`config.mk`:
```
export PLATFORM = sky130hd
export DESIGN_NAME = bpu_update_unit
export DESIGN_NICKNAME = d
export VERILOG_FILES = /design/src/rtl/bpu_update_unit.sv
export SDC_FILE = /design/constraint.sdc
export NUM_CORES = 1
export LEC_CHECK = 0
export BUFFER_PORTS_ARGS = -buffer_cell sky130_fd_sc_hd__buf_2
export CAP_MARGIN = 40
export CORE_ASPECT_RATIO = 0.75
export CORE_MARGIN = 3
export CORE_UTILIZATION = 40
export DETAILED_ROUTE_END_ITERATION = 7
export HOLD_SLACK_MARGIN = 0.05
export PLACE_DENSITY = 0.74
export SLEW_MARGIN = 30
export SYNTH_ARGS = -nofsm -noshare
export SYNTH_HDL_FRONTEND = slang
export SYNTH_SLANG_ARGS = --single-unit
export TNS_END_PERCENT = 30
```
`constraint.sdc`:
```
create_clock -name clock -period 10.59 [get_ports clock]
set_input_delay 1.059 -clock clock [delete_from_list [all_inputs] [get_ports clock]]
set_output_delay 1.059 -clock clock [all_outputs]
set_load 0.01 [all_outputs]
```
`src/rtl/bpu_update_unit.sv`:
```
// bpu_update_unit: queues resolved-branch reports from the backend and
// turns each one into BHT/BTB training writes, after a reset-time BTB sweep.
// Ports:
//   clock, reset      - clock and asynchronous active-high reset
//   upd_valid/ready   - resolved-branch report handshake (pc, taken, target)
//   wr_hold           - BPU write ports busy; stalls sweep and drain
//   bht_write_*       - BHT counter update port (registered)
//   btb_*             - BTB masked write port (registered)
//   init_done         - BTB invalidation sweep finished
//   upd_issued_count  - reports drained to the BPU (wraps at 2^32)
module bpu_update_unit #(
   parameter int DEPTH       = 4,
   parameter int SETS        = 512,
   parameter int INDEX_WIDTH = 9
) (
   input  logic                   clock,
   input  logic                   reset,
   input  logic                   upd_valid,
   output logic                   upd_ready,
   input  logic [63:0]            upd_pc,
   input  logic                   upd_taken,
   input  logic [31:0]            upd_target,
   input  logic                   wr_hold,
   output logic                   bht_write_enable,
   output logic [INDEX_WIDTH-1:0] bht_write_index,
   output logic [1:0]             bht_write_counter_select,
   output logic                   bht_write_inc,
   output logic                   bht_write_dec,
   output logic                   bht_valid_in,
   output logic                   btb_ce,
   output logic                   btb_we,
   output logic [128:0]           btb_wmask,
   output logic [INDEX_WIDTH-1:0] btb_write_index,
   output logic [128:0]           btb_din,
   output logic                   init_done,
   output logic [31:0]            upd_issued_count
);
   localparam int AW = $clog2(DEPTH);
   localparam int PW = INDEX_WIDTH + 2;

   typedef enum logic {SWEEP, RUN} state_t;

   // pc keeps only set index and slot select: pc[INDEX_WIDTH+3:2]
   typedef struct packed {
      logic [PW-1:0] pc;
      logic          taken;
      logic [31:0]   target;
   } entry_t;

   state_t                 state_q, state_d;
   logic [INDEX_WIDTH-1:0] sweep_idx_q, sweep_idx_d;
   entry_t                 mem [DEPTH];
   entry_t                 head;
   logic [AW:0]            wr_ptr_q, rd_ptr_q;
   logic                   full, empty, push, pop, sweep_step;
   logic [6:0]             slot_shift;
   logic [127:0]           slot_mask, slot_data;

   logic                   bht_en_d, bht_inc_d, bht_dec_d, btb_wr_d;
   logic [INDEX_WIDTH-1:0] bht_idx_d, btb_idx_d;
   logic [1:0]             bht_sel_d;
   logic [128:0]           wmask_d, din_d;
   logic                   unused_pc;

   assign unused_pc = ^{upd_pc[63:INDEX_WIDTH+4], upd_pc[1:0]};

   // extra pointer bit tells full from empty
   assign empty = (wr_ptr_q == rd_ptr_q);
   assign full  = (wr_ptr_q[AW] != rd_ptr_q[AW]) &&
                  (wr_ptr_q[AW-1:0] == rd_ptr_q[AW-1:0]);
   assign upd_ready = !full;
   assign push      = upd_valid && !full;
   assign head      = mem[rd_ptr_q[AW-1:0]];

   assign slot_shift = {head.pc[1:0], 5'd0};
   assign slot_mask  = {96'd0, 32'hFFFF_FFFF} << slot_shift;
   assign slot_data  = {96'd0, head.target} << slot_shift;

   always_comb begin
      state_d     = state_q;
      sweep_idx_d = sweep_idx_q;
      sweep_step  = 1'b0;
      pop         = 1'b0;
      bht_en_d    = 1'b0;
      bht_inc_d   = 1'b0;
      bht_dec_d   = 1'b0;
      btb_wr_d    = 1'b0;
      bht_idx_d   = bht_write_index;
      bht_sel_d   = bht_write_counter_select;
      btb_idx_d   = btb_write_index;
      wmask_d     = '0;
      din_d       = '0;
      unique case (state_q)
         SWEEP:   sweep_step = !wr_hold;
         RUN:     pop = !wr_hold && !empty;
         default: ;
      endcase
      unique case (1'b1)
         sweep_step: begin
            btb_wr_d    = 1'b1;
            btb_idx_d   = sweep_idx_q;
            wmask_d     = '1;
            sweep_idx_d = sweep_idx_q + INDEX_WIDTH'(1);
            if (sweep_idx_q == INDEX_WIDTH'(SETS - 1))
               state_d = RUN;
         end
         pop: begin
            bht_en_d  = 1'b1;
            bht_idx_d = head.pc[PW-1:2];
            bht_sel_d = head.pc[1:0];
            bht_inc_d = head.taken;
            bht_dec_d = !head.taken;
            if (head.taken) begin
               btb_wr_d  = 1'b1;
               btb_idx_d = head.pc[PW-1:2];
               wmask_d   = {1'b1, slot_mask};
               din_d     = {1'b1, slot_data};
            end
         end
         default: ;
      endcase
   end

   always_ff @(posedge clock or posedge reset) begin
      if (reset) begin
         state_q     <= SWEEP;
         sweep_idx_q <= '0;
         wr_ptr_q    <= '0;
         rd_ptr_q    <= '0;
      end else begin
         state_q     <= state_d;
         sweep_idx_q <= sweep_idx_d;
         if (push)
            wr_ptr_q <= wr_ptr_q + (AW+1)'(1);
         if (pop)
            rd_ptr_q <= rd_ptr_q + (AW+1)'(1);
      end
   end

   always_ff @(posedge clock) begin
      if (push)
         mem[wr_ptr_q[AW-1:0]] <= {upd_pc[INDEX_WIDTH+3:2], upd_taken, upd_target};
   end

   always_ff @(posedge clock or posedge reset) begin
      if (reset) begin
         bht_write_enable         <= 1'b0;
         bht_write_index          <= '0;
         bht_write_counter_select <= '0;
         bht_write_inc            <= 1'b0;
         bht_write_dec            <= 1'b0;
         bht_valid_in             <= 1'b0;
         btb_ce                   <= 1'b0;
         btb_we                   <= 1'b0;
         btb_wmask                <= '0;
         btb_write_index          <= '0;
         btb_din                  <= '0;
         init_done                <= 1'b0;
         upd_issued_count         <= '0;
      end else begin
         bht_write_enable         <= bht_en_d;
         bht_write_index          <= bht_idx_d;
         bht_write_counter_select <= bht_sel_d;
         bht_write_inc            <= bht_inc_d;
         bht_write_dec            <= bht_dec_d;
         bht_valid_in             <= bht_en_d;
         btb_ce                   <= btb_wr_d;
         btb_we                   <= btb_wr_d;
         btb_wmask                <= wmask_d;
         btb_write_index          <= btb_idx_d;
         btb_din                  <= din_d;
         // one cycle behind the state so it rises after the last sweep write
         init_done                <= (state_q == RUN);
         if (pop)
            upd_issued_count <= upd_issued_count + 32'd1;
      end
   end
endmodule
```
==> flow_summary.ini, run 1 <==
[power]
switchingPower_uw = 836
power.internal_mw = 2.62
pwr-share-comb_pct = 10.2
pwr-share-clk_pct = 38.3
swShare_pct = 24.2
leakagePower_nw = 8.13
seqPwrFrac_pct = 51.5
power_density_mw_per_mm2 = 195
ir_drop_mv = 0.138

[synthesis]
yosysSeqAreaShare_pct = 70.3
synth.most_common_cell = dfrtp_1
ys_warn_count = 0
synth_top_area_share_pct = 35.7
synth_cell_types = 39
synth_area_mm2 = 0.0148
synthesis.nets = 1061
synth.area.top_cells = edfxtp_1 36%, dfrtp_1 35%, mux4_2 6.7%, buf_4 6.6%, and2_1 4.3%
synth-seq-cells = 381
synth_common_cells = 205 x dfrtp_1, 176 x edfxtp_1, 131 x buf_4
syn_avg_cell_area_um2 = 15.6
yosys.area.top_type = edfxtp_1
synth_edf_count = 176
synth-async-reset-ratio_pct = 53.8
yosys_most_used_dff = dfrtp_1
synth_cells = 952

[placed_design]
io_buffers = 365
place.gp.congestion = 0.794
place_ws_ns = 7.31
dpl_cell_area_mm2 = 0.0164
dp_hpwl_um = 23200

[timing]
setup_violations = 0
fmax_ghz = 0.317
drv_slew = 0
finalHoldViolCount = 0
min_period_ns = 3.15
rsz0062_at_grt = no
tns_ns = 0
worst_pin_slew_ns = 0.728
slew_headroom_pct = 51.2
finalCritPeriodShare_pct = 29.8
skew_ns = 0.0285
layout_setup_ws_ns = 7.44

[drt]
dr_total_vias = 8355
wl_um = 34200
drt-initial-drc-count = 571
postRouteAntennaNets = 0
first_pass_iters = 5
wire_per_inst_um = 19.6
via_per_inst = 4.79
route.detailed.drc = 0

[hold_path]
hold_path_class = flip-flop to flip-flop

[floorplan]
fp.dieW_um = 228
coreArea_mm2 = 0.0362
initial_core_util_pct = 41.0
ioPinCount = 419
die-area_mm2 = 0.0394
die_h_um = 173
rows = 60

[worst_setup_path]
critPathKind = flip-flop to primary output
critPathLaunch = rd_ptr_q[0]
end_kind = primary output
r2r-end = mem[0][15]
required_ns = 9.53
timing.rr.start = rd_ptr_q[0]
cp-endpoint = upd_ready
crit_fanout = 22
reg2reg_slack_ns = 7.54
r2r_cells = 4
start_kind = flip-flop
crit_arrival_ns = 2.09

[clock_tree]
htreeDepth = 2
path_clk_slew_ns = 0.06
cts_hold_buf = 0
cts_tree = yes
cts_resized = 0
cts_made_buffers = 38
cts_setup_buffers = 0
clock-sinks = 381
clk_path_buf_depth = 3
clock_latency_ns = 0.53
clock_tree.root_cell = clkbuf_16

[global_routing]
grt_max_degree = 59
grt_pass1_vias = 8469
grt_pass1_wl_um = 52900
grt_overflow = 0
antenna_found_initial = 2
grt_util_all_layers_pct = 17.4

[flow_run]
max-cap-violations = 0

[layout]
syn_to_final_growth_pct = 19.3
layout-drive-gt1-share_pct = 40.6
final_area_mm2 = 0.0177
fin_nets = 1329

[run_status]
status = completed
-- routing by layer --
layer / vias to the layer above / GRT usage (%) / part of all wire (%)
met5: - / 0 / 0
met4: 0 / 3.89 / 1.8
met3: 53 / 3.97 / 7.2
met2: 326 / 29.2 / 50
met1: 4248 / 23.3 / 41
li1: 3728 / - / -
-- registers in the layout, indices dropped and copies added, names as in the netlist, 2 cells and up --
signal	count
mem	176
btb_din	128
upd_issued_count	32
bht_write_index	9
btb_write_index	9
sweep_idx_q	9
btb_wmask	4
rd_ptr_q	3
wr_ptr_q	3
bht_write_counter_select	2
-- power groups by stage --
| stage | clock (mW) | sequential (mW) | combinational (mW) |
|---|---|---|---|
| 5_1_grt | 1.43 | 1.79 | 0.390 |
| 3_5_place_dp | 0 | 1.81 | 0.361 |
| 4_1_cts | 1.36 | 1.79 | 0.360 |
| 2_1_floorplan | 0 | 1.81 | 0.229 |
| 6_report | 1.32 | 1.78 | 0.351 |
| 3_3_place_gp | 0 | 1.80 | 0.347 |
-- cells in the final DEF (no fill, tap or decap), types with 6 or more instances in the layout --
cell | netlist | final
a21oi_1 | 9 | 9
and2_1 | 101 | 97
and3_1 | 6 | 6
buf_2 | 21 | 365
buf_4 | 131 | 12
clkbuf_1 | 7 | 9
clkbuf_16 | 0 | 41
clkinv_1 | 0 | 6
dfrtp_1 | 205 | 203
edfxtp_1 | 176 | 176
ha_1 | 8 | 8
inv_1 | 16 | 15
mux4_2 | 44 | 44
nand2_1 | 61 | 61
nand3_1 | 14 | 14
nand4_1 | 18 | 18
nor2_1 | 10 | 10
nor2b_1 | 32 | 32
nor4_1 | 7 | 7
o22ai_1 | 9 | 9
xnor2_1 | 31 | 31
xor2_1 | 13 | 13
-- metrics by stage --
stage               utilization, %  instances  power (mW)  hold WS [ns]
detailed placement            45.3       1671        2.17         0.453
global route                  48.9       1745        3.61         0.499
floorplan                        -        952        2.03         0.421
finish                        48.9       1745        3.45         0.461
CTS                           48.7       1739        3.51         0.466
global placement              45.0       1666        2.15         0.451
-- layout make-up --
| cell class | instances | area [um2] |
|---|---|---|
| Fill cell | 3150 | 18500 |
| Sequential cell | 381 | 10400 |
| Multi-Input combinational cell | 395 | 3260 |
| Timing Repair Buffer | 387 | 2080 |
| Clock buffer | 53 | 1100 |
| Tap cell | 496 | 621 |
| Clock inverter | 15 | 131 |
| Inverter | 17 | 71.3 |
| Antenna cell | 1 | 2.50 |
-- cell families (layout without fill, tap and decap cells) --
kind of cell	count (synthesis)	after routing	synth area share [%]
adder cells (fa/ha/maj)	8	8	0.675
other	0	1	0
flip-flops	381	381	70.3
AND/OR/NAND/NOR	270	270	10.3
multiplexers	44	44	6.69
AO/OA/AOI/OAI	27	27	1.28
XOR/XNOR	46	46	2.82
buffers and inverters	176	472	7.95
-- worst min-delay path by stage --
stage | startpoint | end | slack (ns) | depth (start not counted)
after global routing | upd_issued_count[31] | upd_issued_count[31] | 0.50 | 1
after detailed placement | upd_issued_count[31] | upd_issued_count[31] | 0.45 | 1
final | upd_issued_count[31] | upd_issued_count[31] | 0.46 | 1
after CTS | upd_issued_count[31] | upd_issued_count[31] | 0.47 | 1
after global placement | upd_issued_count[31] | upd_issued_count[31] | 0.45 | 1
after floorplan | state_q | init_done | 0.42 | 0
-- worst max-delay path: stages, from the launching register on --
cell and delay, ns:
dfrtp_4 0.76, xor2_2 0.26, or3_1 0.38, buf_2 0.15
Power figures use the tool's default switching activity.
==> run 2: changes to the inputs <==
- clock period: 10.59 -> 3 ns (I/O delays scaled with it)
==> run 2 against run 1 <==
- clock skew is 0.0058 ns lower
- flip-flop and latch count stayed put
- count of clock-buffer cells in the layout is 1 higher
- critical endpoint is now btb_din[101]
- non-clock buffer count is 58 higher
- sequential share of layout area is 1.9 points lower
- via count is 2.4% higher
- die area stayed put
- power grew to 3.6 times the previous value
- global-route usage is 0.14 points lower
==> flow_summary.ini, run 2 (synthesized netlist as in run 1, its figures left out) <==
[floorplan]
ioPinCount = 419
fp.dieW_um = 228
die-area_mm2 = 0.0394
coreArea_mm2 = 0.0362
initial_core_util_pct = 41.0
die_h_um = 173
rows = 60

[timing]
skew_ns = 0.0227
fmax_ghz = 0.398
rsz0062_at_grt = no
tns_ns = 0
setup_violations = 0
finalCritPeriodShare_pct = 83.7
drv_slew = 0
min_period_ns = 2.51
slew_headroom_pct = 50.6
worst_pin_slew_ns = 0.740
finalHoldViolCount = 0
holdWs_ns = 0.226

[worst_setup_path]
crit_arrival_ns = 2.96
required_ns = 3.45
max_stage_delay_ns = 0.54
start_kind = primary input
crit_fanout = 20
end_kind = flip-flop
cpMaxStageDelayCell = dlygate4sd3_1
critical_path.cell_chain = dlygate4sd3_1, buf_2, nor2b_1, o311ai_4, inv_2, nand3_2, buf_12, nor2b_1
path_delay_family = buffers and inverters
critPathBufInv = 4
cp_common_cell = nor2b_1
critPathKind = primary input to flip-flop

[clock_tree]
cts_made_buffers = 39
htreeDepth = 2
cts_resized = 0
cts_tree = yes
clk_path_buf_depth = 3
cts_setup_buffers = 0
path_clk_slew_ns = 0.06
cts_hold_buf = 46
clock_latency_ns = 0.54
clock-sinks = 381
clock_tree.root_cell = clkbuf_16

[layout]
syn_to_final_growth_pct = 23.4
largest_reg_flops = 176
fin_nets = 1388
mostFrequentLayoutCell = buf_2
layout_common_cells = 365 x buf_2, 203 x dfrtp_1, 176 x edfxtp_1
layout-drive-gt1-share_pct = 40.3
fin_util_pct = 50.5

[drt]
wirelength_met1_um = 14200
postRouteAntennaNets = 0
via_per_inst = 4.73
first_pass_iters = 5
wl_met2_um = 17000
wire_per_inst_um = 18.8
top_layer_used = met4
route.met3.wl_um = 2050
drt-initial-drc-count = 438
route.detailed.drc = 0
dr_total_vias = 8553
wl_um = 34000

[placed_design]
place.gp.congestion = 0.782
dp_hpwl_um = 22900
io_buffers = 365

[power]
power_density_mw_per_mm2 = 678
ir_drop_mv = 0.512
leakagePower_nw = 8.41

[global_routing]
grt_max_degree = 61
grt_pass1_vias = 8945
antenna_found_initial = 2
grt_util_all_layers_pct = 17.2
grt_pass1_wl_um = 53300
grt_overflow = 0

[hold_path]
hold_path_class = primary input to flip-flop

[flow_run]
max-cap-violations = 0

[run_status]
status = completed
-- run 2: metal layers --
metal / vias up / global-route usage [%]
met5: - / 0
met4: 0 / 4.78
met3: 52 / 3.71
met2: 304 / 29.1
met1: 4353 / 22.8
li1: 3844 / -
-- run 2: metrics by stage --
step / cells / total power [mW] / setup WS, ns / area (um2)
6_report: 1810 / 12.4 / 0.489 / 18300
5_1_grt: 1808 / 12.9 / 0.315 / 18300
4_1_cts: 1803 / 12.6 / 0.484 / 18200
3_5_place_dp: 1685 / 7.66 / 0.517 / 16500
3_3_place_gp: 1685 / 7.60 / 0.597 / 16500
2_1_floorplan: 952 / 7.18 / 0.0417 / 14800
-- run 2: power by group --
part,switching (mW),internal (mW)
Clock,2.03,2.79
Combinational,0.825,0.476
Sequential,0.190,6.09
-- run 2: layout make-up --
cell class                      instances  area [um2]
Fill cell                            3052       17900
Sequential cell                       381       10400
Multi-Input combinational cell        395        3260
Timing Repair Buffer                  445        2620
Clock buffer                           54        1150
Tap cell                              496         621
Clock inverter                         18         143
Inverter                               17        67.6
Antenna cell                            4        10.0
-- run 2: path summary, 6_finish.rpt --
path	startpoint	end	slack, ns	cells past startpoint
min	upd_valid	wr_ptr_q[0]	0.23	3
max in group asynchronous	reset	btb_din[121]	1.70	5
min in group asynchronous	reset	btb_wmask[31]	0.41	3
max	wr_hold	btb_din[101]	0.49	8
min reg2reg	upd_issued_count[31]	upd_issued_count[31]	0.46	1
max reg2reg	state_q	btb_din[101]	0.49	6
-- run 2: worst reg2reg max path, delay by kind of cell, from the launching register on --
kind	cells	cell delay, ns
buf+inv	2	0.52
flops	1	0.41
compound gates	1	0.34
simple gates	3	1.15
==> run 3: changes to the inputs <==
- ABC_AREA: unset -> 1
- PLACE_DENSITY: 0.74 -> 0.76
- clock period: 3 -> 2.1 ns (I/O delays scaled with it)
==> run 3 against run 2 <==
- critical path depth shrank 2
- non-clock buffer count grew 8
- largest cell class unchanged
- sequential power grew 61%
- die area grew 7.1%
- sequential share of layout area shrank 3.1 points
- register-to-register slack lost 0.32 ns
- clock power grew 35%
==> flow_summary.ini, run 3 <==
[worst_setup_path]
timing.rr.start = rd_ptr_q[0]
critPathLaunch = rd_ptr_q[0]
crit_fanout = 23
end_kind = flip-flop
start_kind = flip-flop
required_ns = 2.50
critPathKind = flip-flop to flip-flop
crit_arrival_ns = 2.34

[global_routing]
antenna_found_initial = 11
grt_pass1_vias = 10500
grt_pass1_wl_um = 60800
grt_overflow = 0
grt_max_degree = 79
grt_util_all_layers_pct = 18.5

[timing]
rsz0062_at_grt = no
layout_setup_ws_ns = 0.164
setup_violations = 0
finalHoldViolCount = 0
finalCritPeriodShare_pct = 92.2
tns_ns = 0
worst_pin_slew_ns = 0.757
skew_ns = 0.0164
fmax_ghz = 0.517
slew_headroom_pct = 49.5
min_period_ns = 1.94
drv_slew = 0

[layout]
fin_nets = 1902
fill_cells = 3327
mostFrequentLayoutCell = nand2_1
fin_cells = 2336
layout_common_cells = 476 x nand2_1, 365 x buf_2, 203 x dfrtp_1
multi_input_area_mm2 = 0.00400
syn_to_final_growth_pct = 21.6
seqCellArea_mm2 = 0.0104
largest_reg_flops = 176
layout-drive-gt1-share_pct = 28.5

[clock_tree]
clock_tree.root_cell = clkbuf_16
path_clk_slew_ns = 0.06
cts_made_buffers = 37
htreeDepth = 2
clock-sinks = 381
clock_latency_ns = 0.53
cts_setup_buffers = 0
cts_tree = yes
clk_path_buf_depth = 3

[synthesis]
syn_avg_cell_area_um2 = 10.7
synth.area.top_cells = edfxtp_1 33%, dfrtp_1 32%, nand2_1 11%, buf_4 6.1%, nand3_1 3.5%
synth_cell_types = 29
yosysSeqAreaShare_pct = 65.5
ys_warn_count = 0
synth.most_common_cell = nand2_1
synth_area_mm2 = 0.0159
synth-seq-cells = 381
synth_cells = 1492
synth-async-reset-ratio_pct = 53.8
synth_common_cells = 477 x nand2_1, 205 x dfrtp_1, 176 x edfxtp_1
synth_top_area_share_pct = 33.2
yosys_most_used_dff = dfrtp_1
synthesis.nets = 1601
synth_edf_count = 176
yosys.area.top_type = edfxtp_1

[placed_design]
place.gp.congestion = 0.936
place_ws_ns = 0.0465
io_buffers = 365
placed_cells = 2221
dp_hpwl_um = 27900

[drt]
wire_per_inst_um = 17.0
drt-initial-drc-count = 798
dr_total_vias = 11200
first_pass_iters = 4
route.detailed.drc = 0
via_per_inst = 4.79
wl_um = 39800
postRouteAntennaNets = 0

[floorplan]
fp.dieW_um = 236
ioPinCount = 419
die_h_um = 179
initial_core_util_pct = 41.1
rows = 62
coreArea_mm2 = 0.0387
die-area_mm2 = 0.0422

[power]
pwr-share-clk_pct = 25.1
finalPower_mw = 26.0
seqPwrFrac_pct = 38.7
pwr-share-comb_pct = 36.2
ir_drop_mv = 0.910
switchingPower_mw = 9.96
power_density_mw_per_mm2 = 1350
swShare_pct = 38.3
leakagePower_nw = 9.38
power.internal_mw = 16.0

[hold_path]
hp-start = wr_hold
hold_path_class = primary input to flip-flop

[flow_run]
max-cap-violations = 0

[run_status]
status = completed
## run 3: through the flow
stage                     hold WS [ns]  area (um2)  utilization, %
after detailed placement         0.310       17700            45.6
after global placement           0.304       17700            45.6
after floorplan                  0.309       15900               -
after CTS                        0.106       19300            49.9
final                            0.142       19300            49.9
after global routing             0.129       19300            49.9
## run 3: worst paths after layout
path	to	slack, ns	cells past startpoint
max	btb_wmask[31]	0.16	6
min reg2reg	init_done	0.43	0
min in group asynchronous	btb_wmask[127]	0.30	3
max in group asynchronous	btb_din[16]	1.04	4
max reg2reg	btb_wmask[31]	0.16	6
min	sweep_idx_q[3]	0.14	4
## run 3: layer usage
| layer | wire length (um) | vias to the layer above | GRT usage, % |
|---|---|---|---|
| li1 | - | 5334 | - |
| met4 | 793 | 12 | 4.93 |
| met1 | 16900 | 5344 | 25.4 |
| met3 | 3050 | 63 | 4.12 |
| met5 | 69 | - | 0 |
| met2 | 18900 | 429 | 29.9 |
## run 3: worst max-delay path: stages, from the launching register on
cell and delay, ns:
dfrtp_4 0.55, xnor2_2 0.26, nand3_4 0.19, nand2_4 0.24
or2_4 0.20, buf_12 0.27, nand2_1 0.08
## run 3: area by class of cell
class / count / share of cell area [%]
tap: 512 / 3.31
sequential: 381 / 53.9
antenna: 4 / 0.0518
clock buffer: 51 / 5.54
clock inverter: 15 / 0.693
multi-input combinational: 855 / 20.7
timing repair buffer: 453 / 14.5
inverter: 65 / 1.32
## run 3: repair_timing
action                     in CTS  in global routing
gates resized for setup         0                  4
hold buffers                   45                  0
hold endpoints to repair      192                  0
setup endpoints to repair       0                 47
## run 3: power by group through the flow
stage,logic [mW],registers [mW],clock network [mW]
after CTS,9.53,10.1,6.71
after global placement,9.28,10.2,0
after floorplan,5.99,10.5,0
after detailed placement,9.43,10.2,0
final,9.41,10.1,6.53
after global routing,10.4,10.2,7.01
## run 3: kinds of logic after synthesis
family | share of synthesized area, %
compound gates | 0.535
xor+xnor | 0.874
fa+ha+maj | 0.630
buf+inv | 9.68
flops | 65.5
simple gates | 22.8
